$ cat config.mk
export PLATFORM = sky130hd
export DESIGN_NAME = switch_allocator
export DESIGN_NICKNAME = d
export VERILOG_FILES = /design/src/rtl/switch_allocator.sv
export SDC_FILE = /design/constraint.sdc
export NUM_CORES = 1
export LEC_CHECK = 0
export CORE_MARGIN = 5
export CORE_UTILIZATION = 35
export CTS_CLUSTER_SIZE = 20
export DETAILED_ROUTE_END_ITERATION = 7
export GPL_TIMING_DRIVEN = 0
export SKIP_CTS_REPAIR_TIMING = 1
export SLEW_MARGIN = 0
export SYNTH_ARGS = -nofsm -noshare
export SYNTH_HDL_FRONTEND = slang
export SYNTH_SLANG_ARGS = --single-unit
$ cat constraint.sdc
create_clock -name clk -period 4.7 [get_ports clk]
set_input_delay 0.94 -clock clk [delete_from_list [all_inputs] [get_ports clk]]
set_output_delay 0.94 -clock clk [all_outputs]
set_load 0.05 [all_outputs]
$ cat src/rtl/switch_allocator.sv
// Per-output round-robin switch allocator for a 5-port mesh router.
// Define SA_FIXED_PRIO_EN for fixed priority (L highest, W lowest).
module switch_allocator #(
  parameter int N_PORT     = 5,
  parameter int N_REGISTER = 3
) (
  input  logic                         clk,
  input  logic                         rst,
  input  logic [N_PORT*N_REGISTER-1:0] req_dest,
  input  logic [N_PORT-1:0]            out_busy,
  output logic [N_PORT-1:0]            grant,
  output logic [N_PORT*N_REGISTER-1:0] out_sel,
  output logic [N_PORT-1:0]            out_vld
);

  localparam int W = N_REGISTER;
  localparam logic [W-1:0] SEL_IDLE = '1;

  logic [N_PORT-1:0][N_PORT-1:0] cand;
  logic [N_PORT-1:0]             win_vld;
  logic [N_PORT*W-1:0]           win_idx;
  logic [N_PORT-1:0]             nxt_grant;

  function automatic logic [W-1:0] wrap_add(
    input logic [W-1:0] base,
    input int           k
  );
    logic [W:0] s;
    s = {1'b0, base} + (W+1)'(k);
    if (s >= (W+1)'(N_PORT))
      s = s - (W+1)'(N_PORT);
    return s[W-1:0];
  endfunction

`ifndef SA_FIXED_PRIO_EN
  logic [N_PORT*W-1:0] ptr;
  logic [N_PORT*W-1:0] nxt_ptr;
`endif

  // A just-granted input still shows the flit being popped, so skip it.
  always_comb begin
    cand = '0;
    for (int o = 0; o < N_PORT; o++) begin
      for (int i = 0; i < N_PORT; i++) begin
        cand[o][i] = (req_dest[i*W +: W] == W'(o))
                   && !grant[i]
                   && !out_busy[o];
      end
    end
  end

  // Scan from the far end so the nearest candidate to start wins last.
  always_comb begin
    logic [W-1:0] start;
    logic [W-1:0] idx;
    start   = '0;
    idx     = '0;
    win_vld = '0;
    win_idx = {N_PORT{SEL_IDLE}};
    for (int o = 0; o < N_PORT; o++) begin
`ifdef SA_FIXED_PRIO_EN
      start = '0;
`else
      start = ptr[o*W +: W];
`endif
      for (int k = N_PORT - 1; k >= 0; k--) begin
        idx = wrap_add(start, k);
        if (cand[o][idx]) begin
          win_vld[o]        = 1'b1;
          win_idx[o*W +: W] = idx;
        end
      end
    end
  end

  always_comb begin
    nxt_grant = '0;
    for (int o = 0; o < N_PORT; o++) begin
      if (win_vld[o])
        nxt_grant[win_idx[o*W +: W]] = 1'b1;
    end
  end

`ifndef SA_FIXED_PRIO_EN
  always_comb begin
    nxt_ptr = ptr;
    for (int o = 0; o < N_PORT; o++) begin
      if (win_vld[o])
        nxt_ptr[o*W +: W] = wrap_add(win_idx[o*W +: W], 1);
    end
  end

  always_ff @(posedge clk) begin
    if (rst)
      ptr <= '0;
    else
      ptr <= nxt_ptr;
  end
`endif

  always_ff @(posedge clk) begin
    if (rst) begin
      grant   <= '0;
      out_sel <= {N_PORT{SEL_IDLE}};
      out_vld <= '0;
    end else begin
      grant   <= nxt_grant;
      out_sel <= win_idx;
      out_vld <= win_vld;
    end
  end

endmodule

==> results.sh <==
export IMPL_num_nets_final=1086
export IMPL_io_buffers=45
export IMPL_seq_area_frac_synth_pct=11.2
export IMPL_final_common_cell="nor2_1"
export IMPL_critPathTopFamily="compound AO/OA/AOI/OAI gates"
export IMPL_slew_headroom_pct=41.3
export IMPL_worstMarginPinSlew_ns=0.878
export IMPL_drc=0
export IMPL_final_min_clock_period_ns=4.51
export IMPL_start_kind="input pin"
export IMPL_drive_gt1_share_pct=12.2
export IMPL_r2r_end="ptr[13]$_SDFFE_PP0N_"
export IMPL_crit_start="req_dest[0]"
export IMPL_skew_ns=0.00534
export IMPL_leakage_uw=0.00328
export IMPL_cts_made_buffers=5
export IMPL_postSynthCellCount=945
export IMPL_start_util_pct=35.5
export IMPL_peakVddDrop_uv=293
export IMPL_criticalPathCategory="in2reg"
export IMPL_num_rows=52
export IMPL_dp_hpwl_mm=18.2
export IMPL_vias_per_cell=5.92
export IMPL_grt_use_total_pct=19.3
export IMPL_coreArea_um2=20200
export IMPL_fp_dieArea_um2=23400
export IMPL_grt_max_degree=13
export IMPL_status="finished clean"
export IMPL_ys_ff_latch=40
export IMPL_grt_pass1_vias=7158
export IMPL_slowest_stage="clkdlybuf4s50_1"
export IMPL_io_pins=47
export IMPL_worst_ep_arrival_time_ns=4.70
export IMPL_antenna_cells=0
export IMPL_yosysUniqueCellTypes=107
export IMPL_critPathBufInv=1
export IMPL_syn_area_um2=7150
export IMPL_area_delta_synth_final_pct=15.8
export IMPL_async_flop_share_pct=0
export IMPL_yosys_warnings=0
export IMPL_endpoint="ptr[13]$_SDFFE_PP0N_"
export IMPL_holdWs_ns=0.654
export IMPL_setup_viol=0
export IMPL_crit_path_cell_trace="clkdlybuf4s50_1 > nand2b_1 > or4_4 > mux2_2 > a32oi_1 > and3_4 > mux2i_1 > mux2i_1 > a221oi_4 > ha_1 > nand3_1 > mux2_2 > o31a_1 > o31a_1"
export IMPL_clock_path_buffers=2
export IMPL_final_hold_viol_count=0
export IMPL_reg2reg_from="ptr[12]$_SDFFE_PP0N_"
export IMPL_htreeDepth=2
export IMPL_dpl_cell_area_um2=7940
export IMPL_cts_root_buf="clkbuf_16"
export IMPL_gp_congestion=0.929
export IMPL_grt_pass1_wl_mm=37.6
export IMPL_die_h_um=153
export IMPL_fin_area_um2=8280
export IMPL_clk_pin_slew_ns=0.06
export IMPL_fmax_mhz=222
export IMPL_drt_initial_drc_count=509
export IMPL_synth_edf_count=0
export IMPL_final_cells=1276
export IMPL_numClockSinks=40
export IMPL_path_depth=14
export IMPL_syn_area_per_cell_um2=7.57
export IMPL_r2r_slack_ns=0.21
export IMPL_max_cap_violations=0
export IMPL_tritoncts="built"
export IMPL_reg2reg_depth=16
export IMPL_grt_ovfl_total=0
export IMPL_dp_cells=1260
export IMPL_critical_path_required_ns=4.89
export IMPL_wl_mm=23.4
export IMPL_maxSlewViolCount=0
export IMPL_drt_pass1_iterations=5
export IMPL_post_route_period_util_pct=95.9
export IMPL_wl_per_cell_um=18.3
export IMPL_finish_utilization_pct=41.1
export IMPL_fillers=2080
export IMPL_power_density_nw_per_um2=671
export IMPL_syn_num_nets=1026
export IMPL_cp_end_kind="register"
export IMPL_synth_flop_cell="dfxtp_1"
export IMPL_antenna_found_initial=0
export IMPL_clock_latency_ns=0.30
export IMPL_drtAntennaViolNets=0
export IMPL_layout_setup_ws_ns=0.192
export IMPL_hold_class="reg2reg"
export IMPL_die_w_um=153
export IMPL_dp_slack_ns=-0.336
export IMPL_cp_max_fo=7
export IMPL_final_cell_mix="87 x nor2_1, 62 x a21oi_1, 54 x nand2_1"
export IMPL_cpPeakStageDelay_ns=0.50
export IMPL_vias=7556
[metal layers]
metal / up-vias / share of wire [%] / track usage [%]
met3: 34 / 6.6 / 2.83
met1: 3565 / 45 / 26.4
met4: 0 / 1.9 / 5.18
met2: 267 / 47 / 31.7
li1: 3690 / - / -
met5: - / 0 / 0
[metrics by stage]
stage                     setup TNS (ns)  total power, uW
after floorplan                        0             3900
after global placement            -0.611             4920
after CTS                         -0.331             5420
after detailed placement          -0.541             4930
after global routing             -0.0209             6020
final                                  0             5560
[registers in the layout, indices dropped and copies added, names as in the netlist]
register  count
out_sel      15
ptr          15
grant         5
out_vld       5
[logic make-up (layout without fill, tap and decap cells)]
family          count (synthesis)  count (layout)  synth area share (%)
simple gates                  395             395                  30.5
flops                          40              40                  11.2
xor+xnor                       19              19                  2.43
compound gates                281             281                  29.2
buf+inv                        84             145                  4.74
fa+ha+maj                      59              59                  10.8
mux                            67              67                  11.1
[how the worst min path moves through the flow]
stage	startpoint	endpoint	slack, ns	cells after the start
after floorplan	ptr[1]$_SDFFE_PP0P_	ptr[1]$_SDFFE_PP0P_	0.59	2
after global placement	ptr[1]$_SDFFE_PP0P_	ptr[1]$_SDFFE_PP0P_	0.65	2
after detailed placement	ptr[1]$_SDFFE_PP0P_	ptr[1]$_SDFFE_PP0P_	0.65	2
after CTS	ptr[1]$_SDFFE_PP0P_	ptr[1]$_SDFFE_PP0P_	0.66	2
after global routing	ptr[1]$_SDFFE_PP0P_	ptr[1]$_SDFFE_PP0P_	0.70	2
final	ptr[1]$_SDFFE_PP0P_	ptr[1]$_SDFFE_PP0P_	0.65	2
[cell type report]
| type | count | area [um2] | area share [%] |
|---|---|---|---|
| Inverter | 52 | 206 | 2.49 |
| Clock inverter | 1 | 30.0 | 0.363 |
| Clock buffer | 7 | 153 | 1.84 |
| Sequential cell | 40 | 802 | 9.68 |
| Multi-Input combinational cell | 821 | 6090 | 73.5 |
| Tap cell | 270 | 338 | 4.08 |
| Buffer | 32 | 149 | 1.80 |
| Timing Repair Buffer | 53 | 518 | 6.25 |
[worst reg2reg max path, stage by stage (launching register included)]
cell and delay [ns]:
dfxtp_2 0.36, clkbuf_4 0.22, clkinvlp_4 0.13, ha_1 0.16
inv_1 0.05, fa_1 0.44, a21oi_4 0.23, mux2i_2 0.31
mux4_2 0.58, a21boi_2 0.25, mux2i_1 0.16, a221oi_4 0.43
ha_1 0.25, nand3_1 0.07, mux2_2 0.27, o31a_1 0.23
o31a_1 0.23
[synth_stat cells (all sizes together), types with 7 or more instances]
library cell	number	area share, %
or3	20	1.9
nor4	11	1.0
and2	14	1.3
nand2	54	2.8
o211ai	7	0.80
a31oi	9	0.79
dfxtp	40	11
buf	20	1.4
a21oi	68	5.3
mux2i	48	6.7
clkbuf	12	0.63
or2	12	1.0
ha	54	9.4
a22oi	12	1.3
xnor2	16	2.0
o21ai	50	3.8
or4	7	0.89
a21boi	7	0.73
mux2	11	1.8
nor3	32	2.2
a211o	7	0.86
mux4	8	2.5
a21o	11	1.2
inv	47	2.5
and3	19	1.7
nand3	35	2.4
nand2b	40	3.5
a211oi	19	2.3
o22ai	12	1.1
nand4	7	0.61
nor2b	19	1.7
nor2	88	4.7
o221ai	9	1.3
[power by group]
part	total (uW)	internal (uW)	switching, uW
Sequential	592	459	133
Clock	439	280	159
Combinational	4520	1780	2740
No activity file was read; power rests on OpenSTA's default activity.
